### src/rtl/lc_transition_arbiter.sv
// Round-robin arbiter that shares one lifecycle transition port among NUM_REQ requesters,
// with an engine timeout, a consecutive-failure lockout and end-of-life request rejection.
`ifndef LC_MEMORY_WIDTH
`define LC_MEMORY_WIDTH 8
`endif

module lc_transition_arbiter #(
    parameter int NUM_REQ        = 4,
    parameter int ID_WIDTH       = `LC_MEMORY_WIDTH,
    parameter int TIMEOUT_CYCLES = 64,
    parameter int MAX_FAILS      = 3
) (
    input  logic                        clk,
    input  logic                        rst_n,
    input  logic [NUM_REQ-1:0]          req_valid,
    input  logic [NUM_REQ*ID_WIDTH-1:0] req_id,
    output logic [NUM_REQ-1:0]          req_ack,
    output logic                        req_success,
    output logic                        lc_transition_request,
    output logic [ID_WIDTH-1:0]         lc_identifier,
    input  logic                        lc_done,
    input  logic                        lc_success,
    input  logic [2:0]                  lc_state,
    output logic                        busy,
    output logic [$clog2(NUM_REQ)-1:0]  grant_idx,
    output logic                        locked,
    output logic                        timeout_err
);

    localparam int GW = $clog2(NUM_REQ);
    localparam int TW = $clog2(TIMEOUT_CYCLES + 1);
    localparam int FW = $clog2(MAX_FAILS + 1);

    localparam logic [1:0] IDLE      = 2'd0;
    localparam logic [1:0] WAIT_DONE = 2'd1;
    localparam logic [1:0] RELEASE   = 2'd2;
    localparam logic [1:0] LOCKED    = 2'd3;

    localparam logic [2:0]    LC_EOL   = 3'b101;
    localparam logic [TW-1:0] TMO_LAST = TW'(TIMEOUT_CYCLES - 1);
    localparam logic [FW-1:0] FAIL_MAX = FW'(MAX_FAILS);
    localparam logic [GW-1:0] LAST_IDX = GW'(NUM_REQ - 1);

    logic [1:0]    r_state;
    logic [GW-1:0] r_last;
    logic [TW-1:0] r_tmo_cnt;
    logic [FW-1:0] r_fail_cnt;

    logic          w_any;
    logic [GW-1:0] w_sel;
    logic          w_reject;
    logic [FW-1:0] w_fail_inc;

    // First asserted requester scanning upward from the one after the last grant.
    always_comb begin : rr_select
        int idx;
        // NOTE: every combinational output gets a default first so no path infers a latch.
        w_any = 1'b0;
        w_sel = '0;
        idx   = 0;
        for (int k = 0; k < NUM_REQ; k++) begin
            idx = (int'(r_last) + 1 + k) % NUM_REQ;
            if (!w_any && req_valid[idx[GW-1:0]]) begin
                w_any = 1'b1;
                w_sel = idx[GW-1:0];
            end
        end
    end

    assign w_reject   = (r_state == LOCKED) || ((r_state == IDLE) && (lc_state == LC_EOL));
    assign w_fail_inc = (r_fail_cnt == FAIL_MAX) ? r_fail_cnt : r_fail_cnt + 1'b1;
    assign busy       = (r_state == WAIT_DONE) || (r_state == RELEASE);
    assign locked     = (r_state == LOCKED);

    // NOTE: sequential state uses non-blocking assignments so every register samples pre-edge values.
    always_ff @(posedge clk or negedge rst_n) begin
        if (!rst_n) begin
            r_state               <= IDLE;
            r_last                <= LAST_IDX;
            r_tmo_cnt             <= '0;
            r_fail_cnt            <= '0;
            lc_transition_request <= 1'b0;
            lc_identifier         <= '0;
            grant_idx             <= '0;
            req_ack               <= '0;
            req_success           <= 1'b0;
            timeout_err           <= 1'b0;
        end else begin
            req_ack     <= '0;
            req_success <= 1'b0;
            timeout_err <= 1'b0;
            case (r_state)
                IDLE, LOCKED: begin
                    if (w_reject) begin
                        // Refused requests get a failing ack; skipping the ack cycle paces one per two cycles.
                        if (w_any && (req_ack == '0)) begin
                            req_ack[w_sel] <= 1'b1;
                            r_last         <= w_sel;
                        end
                    end else if (w_any) begin
                        r_state               <= WAIT_DONE;
                        grant_idx             <= w_sel;
                        r_last                <= w_sel;
                        lc_identifier         <= req_id[w_sel*ID_WIDTH +: ID_WIDTH];
                        lc_transition_request <= 1'b1;
                        r_tmo_cnt             <= '0;
                    end
                end
                WAIT_DONE: begin
                    // Engine completion takes precedence over a coincident timeout.
                    if (lc_done) begin
                        lc_transition_request <= 1'b0;
                        req_ack[grant_idx]    <= 1'b1;
                        req_success           <= lc_success;
                        r_fail_cnt            <= lc_success ? '0 : w_fail_inc;
                        r_state               <= RELEASE;
                    end else if (r_tmo_cnt == TMO_LAST) begin
                        lc_transition_request <= 1'b0;
                        req_ack[grant_idx]    <= 1'b1;
                        timeout_err           <= 1'b1;
                        r_fail_cnt            <= w_fail_inc;
                        r_state               <= RELEASE;
                    end else begin
                        r_tmo_cnt <= r_tmo_cnt + 1'b1;
                    end
                end
                RELEASE: begin
                    if (!lc_done) begin
                        r_state <= (r_fail_cnt == FAIL_MAX) ? LOCKED : IDLE;
                    end
                end
                default: r_state <= IDLE;
            endcase
        end
    end

endmodule

### config.mk
export PLATFORM = sky130hd
export DESIGN_NAME = lc_transition_arbiter
export DESIGN_NICKNAME = d
export VERILOG_FILES = /design/src/rtl/lc_transition_arbiter.sv
export SDC_FILE = /design/constraint.sdc
export NUM_CORES = 1
export LEC_CHECK = 0
export ABC_CLOCK_PERIOD_IN_PS = 1800
export CORE_ASPECT_RATIO = 2
export CORE_UTILIZATION = 41
export DETAILED_ROUTE_END_ITERATION = 6
export PLACE_DENSITY = 0.8
export SLEW_MARGIN = 10
export SYNTH_ARGS = -nofsm -noshare
export SYNTH_HDL_FRONTEND = slang
export SYNTH_SLANG_ARGS = --single-unit
### constraint.sdc
create_clock -name clk -period 1.8 [get_ports clk]
set_input_delay 0.18 -clock clk [delete_from_list [all_inputs] [get_ports clk]]
set_output_delay 0.18 -clock clk [all_outputs]
set_load 0.01 [all_outputs]
Yosys cells after proc, flatten, opt, wreduce, memory -nomap -nowiden
Index checks and enable logic that the tools add are counted.
- flip-flop bits (word level): 30
- output and inout bits: 19
- word-level logic and storage cells: 117
- $add $sub $neg: 6
- $lt $le $gt $ge: 8
- eq/ne operators: 13
- shift-type cells: 1
- multiplexer cells: 54
- bitwise gates (word level): 1
- reduce and logical (&&, ||, !) cells: 24
- operators by type and width (cell ; number):
    two-way mux 2 bit ; 17
    indexed part select 32 x 6 -> 8 bit ; 1
    two-way mux 7 bit ; 4
    two-way mux 1 bit ; 19
    < comparator 2 x 3 -> 1 bit, second input constant ; 6
    two-way mux 4 bit ; 4
    case mux 7 bit (2 select lines) ; 1
    != test 2 bit, second input constant ; 5
    binary-select mux 1 bit (select 2 bit) ; 4
    case mux 4 bit (2 select lines) ; 1
    AND reduction 4 bit ; 2
    adder 7 x 1 -> 7 bit, second input constant ; 1
    == test 7 x 6 -> 1 bit, second input constant ; 1
    logical AND 1 bit ; 7
    adder 2 bit, second input constant ; 3
    == test 2 bit, second input constant ; 3
    case mux 2 bit (3 select lines) ; 1
    AND reduction 3 bit ; 2
    nonzero test 2 bit ; 3
    AND reduction 5 bit ; 1
    adder 2 x 1 -> 2 bit, second input constant ; 2
    demux 1 bit (select 2 bit) ; 2
    >= comparator 2 x 1 -> 1 bit, second input constant ; 2
    logical NOT 4 bit ; 1
    11 further kinds ; 14

Longest topological paths before layout
- depth after elaboration: 20
- gate-level depth with buffers: 9
- mapped depth without buffers: 7

Least setup slack after synthesis
No wires, ideal clock.
- kind: register to register
- start point: register r_state[0]
- end point: register r_tmo_cnt[5]
- arrival time: 1.947 ns
- required time: 1.723 ns
- slack: -0.224 ns
- cell stages (with the launch flop): 9
- clock period less this slack: 2.024 ns
- cells stage by stage: dfrtp_1 -> inv_1 -> ha_1 -> inv_1 -> nor2_1 -> or3_1 -> buf_2 -> or3_1 -> a21oi_1
- cells in the longest elaborated chain, start to end: 5
- RTL lines (what ; line ; text):
    from (decl) ; 44 ; logic [1:0] r_state;
    from (signal assigned) ; 129 ; r_state <= (r_fail_cnt == FAIL_MAX) ? LOCKED : IDLE;
    logical NOT 2 bit ; 70, 92 ;
    logical AND 1 bit ; 70 ; assign w_reject = (r_state == LOCKED) || ((r_state == IDLE) && (lc_state == LC_EOL));
    logical OR 1 bit ; 70 ;
    != test 2 bit (no line) ; n/a ;
    AND reduction 5 bit (no line) ; n/a ;
    to (signal assigned) ; 124 ; r_tmo_cnt <= r_tmo_cnt + 1'b1;
    to (decl) ; 46 ; logic [TW-1:0] r_tmo_cnt;
Parallel ways exist; a longest one is shown, timed or not.
A chain may end at the register's enable or synchronous reset.

Final worst setup path
- start point: register r_state[1]
- end point: register r_tmo_cnt[5]
The elaborated chain is that of the path after synthesis.

==> run_results.csv <==
group,metric,value,unit
status,status,"finished with violations",
status,violations,"negative setup slack",
power_and_ir_drop,vdd_drop_max,1.07,mV
worst_setup_path,cp-end-kind,"register",
sta,fin_crit,1930,ps
synthesis,synth_nets,235,
drt,drt_wl_total,5.50,mm
sta,slew_violations,0,
layout,drive_gt1_frac,0.279,
sta,rsz0062_at_grt,"true",
worst_setup_path,cp_slowest_stage_delay,420,ps
layout,fillCellCount,317,
synthesis,syn_area_per_cell,9.83,um^2
grt,grt_max_degree,31,
place,io_buffers,61,
grt,grt_pass1_vias,1983,
worst_setup_path,crit_family,"simple AND/OR/NAND/NOR gates",
layout,synthToLayoutAreaGrowth,65.3,%
power_and_ir_drop,power.total,5.00,mW
worst_setup_path,crit_buf_inv,1,
run,cap_viol_max_count,0,
drt,wl_per_cell,16.0,um
cts,clk_pin_slew,70,ps
cts,ctsHoldBuffers,0,
cts,cts_sinks,30,
worst_setup_path,arrival,2140,ps
worst_setup_path,required,2010,ps
layout,design_area,0.00302,mm^2
layout,num-nets-final,338,
worst_setup_path,critPathLaunchType,"register",
sta,setup_viol,11,
floorplan,die_x,49.2,um
place,dp_hpwl,3.94,mm
power_and_ir_drop,p_comb_frac,0.645,
layout,diodes,0,
min_path,hp-class,"in -> async",
drt,drt_iter0_drc,43,
grt,grt_use_total,0.242,
power_and_ir_drop,power.internal,2.91,mW
drt,routed-via-count,1939,
synthesis,synth_edf_count,0,
sta,hold_viol,0,
floorplan,fp.coreArea,0.00430,mm^2
grt,grt_pass1_wl,8.72,mm
cts,numCtsBuffers,5,
drt,drc,0,
sta,skew,3.82,ps
floorplan,row_count,34,
cts,cts_tree,"done",
drt,first_pass_iters,4,
worst_setup_path,crit_type,"reg -> reg",
drt,antenna_left,0,
grt,grt-ovfl-total,0,
grt,antenna_found_initial,0,
floorplan,die-area,0.00475,mm^2
synthesis,yosysUniqueCellTypes,50,
power_and_ir_drop,clkPwrFrac,0.120,
power_and_ir_drop,p_leak,1.29,nW
synthesis,ys_ff_latch,30,
drt,vias_per_cell,5.64,
synthesis,netlist_area,0.00183,mm^2
cts,cts_root_buffer,"clkbuf_8",
worst_setup_path,slowest_stage,"dfrtp_1",
sta,whs,286,ps
synthesis,synth_flop_cell,"dfrtp_1",
place,place_ws,-285,ps
floorplan,start_util,0.425,
cts,ctsHtreeMaxLevel,2,
floorplan,ios,62,
place,gp_congestion,0.899,
sta,setup_ws,-131,ps
power_and_ir_drop,sequentialPowerShare,0.235,
power_and_ir_drop,p_sw,2.09,mW
place,placed_area,0.00277,mm^2
synthesis,postSynth.asyncResetShare,1.00,
synthesis,netlist_instances,186,
floorplan,die_h,96.4,um
power_and_ir_drop,power_density,1650,mW/mm^2
sta,slew_headroom,0.494,
cts,ctsLongestPathBuffers,2,
sta,fin_crit_sh,1.07,
sta,fmax,518,MHz
worst_setup_path,cp_max_fo,5,
sta,worst-slew-pin-transition,752,ps
power_and_ir_drop,p_sw_frac,0.419,
synthesis,ys_seq_area_frac,0.412,
synthesis,yosysWarnings,0,
worst_setup_path,cp_cell_sequence,"inv_2 -> ha_4 -> nand4b_1 -> a31oi_4 -> or3_4 -> or3_1 -> a21oi_1",
cts,clock_latency,290,ps
power by group through the flow:
stage | Sequential (mW) | Clock, mW | Combinational, mW
finish | 1.18 | 0.599 | 3.23
global route | 1.20 | 0.628 | 3.49
CTS | 1.16 | 0.605 | 2.95
detailed placement | 1.17 | 0 | 2.81
global placement | 1.17 | 0 | 2.74
floorplan | 1.21 | 0 | 1.55
layout by cell type (no fill, tap or decap), types with 3 or more instances in the layout:
cell type and instances:
nor2_1 12, o21ai_0 7, nand3_1 10, a21oi_1 5, nand2_2 3, nor4_4 3
dfrtp_1 28, inv_2 4, buf_4 37, nand3b_1 4, clkdlybuf4s50_1 60, o22ai_1 3
clkbuf_8 6, nand2_1 18, o221ai_1 7, ha_1 4, inv_1 5, mux2i_1 14
area by class of cell:
cell class | count | area (um^2) | share of cell area
multi-input cells | 142 | 1150 | 0.380
repair buffers | 100 | 918 | 0.304
flip-flops and latches | 30 | 753 | 0.249
clock buffers | 6 | 82.6 | 0.0273
well taps | 54 | 67.6 | 0.0224
inverters | 10 | 40.0 | 0.0133
clock inverters | 2 | 12.5 | 0.00414
kinds of logic (layout without fill, tap and decap cells):
family	count (synthesis)	after routing	share of synthesized area
multiplexers	16	16	0.0876
flip-flops	30	30	0.412
adder cells (fa/ha/maj)	6	6	0.0411
AO/OA/AOI/OAI	44	44	0.196
AND/OR/NAND/NOR	74	74	0.218
buffers and inverters	14	118	0.0356
XOR/XNOR	2	2	0.00958
final timing paths:
check / start / to / cells after the start / slack [ps]
setup / recovery: r_state[1] / r_tmo_cnt[5] / 7 / -130
hold / removal: rst_n / r_tmo_cnt[2] / 2 / 290
setup reg to reg: r_state[1] / r_tmo_cnt[5] / 7 / -130
hold reg to reg: lc_identifier[7] / lc_identifier[7] / 2 / 490
max in group asynchronous: rst_n / r_last[1] / 2 / 1170
min in group clk: lc_success / req_success / 3 / 480
worst register-to-register path, cell delays in order (launching register included):
cell      delay [ps]
dfrtp_1          420
inv_2             80
ha_4             160
nand4b_1         190
a31oi_4          120
or3_4            410
or3_1            330
a21oi_1          140
timing repair:
| item | 4_1_cts | 5_1_grt |
|---|---|---|
| gates resized for setup | 6 | 16 |
| pin swaps | 1 | 3 |
| setup buffers | 3 | 3 |
| endpoints found under the hold margin | 0 | 0 |
| setup endpoints to repair | 17 | 19 |
per-stage QoR:
step                      setup TNS, ps  cells  utilization
after floorplan                    -168    186            -
after global placement            -3700    330        0.645
after detailed placement          -4400    330        0.645
after CTS                          -180    341        0.680
after global routing              -1940    344        0.703
final                              -527    344        0.703
per-layer routing:
metal  up-vias  routed length [um]  global-route usage  part of all wire
li1        905                   -                   -                 -
met1       921                1910               0.231              0.35
met2        93                3100               0.453              0.56
met3        20                 283              0.0516             0.051
met4         0                 210               0.164             0.038
met5         -                   0                   0                 0
registers in the layout (all words and copies together), names as in the netlist:
| signal | flops |
|---|---|
| r_last | 2 |
| req_success | 1 |
| grant_idx | 2 |
| req_ack | 4 |
| r_state | 2 |
| r_fail_cnt | 2 |
| lc_transition_request | 1 |
| r_tmo_cnt | 7 |
| lc_identifier | 8 |
| timeout_err | 1 |
cell usage after synthesis (4+ instances only):
cell type,n,area [um^2]
o221ai_1,7,61.3
a21oi_1,7,35.0
ha_1,6,75.1
o21ai_0,7,35.0
nor4_1,4,25.0
nor2_1,12,45.0
dfrtp_1,28,701
nand2_1,21,78.8
nand3b_1,4,30.0
mux2i_1,16,160
nand3_1,10,50.1
inv_1,9,33.8
(Power assumes the default switching activity.)
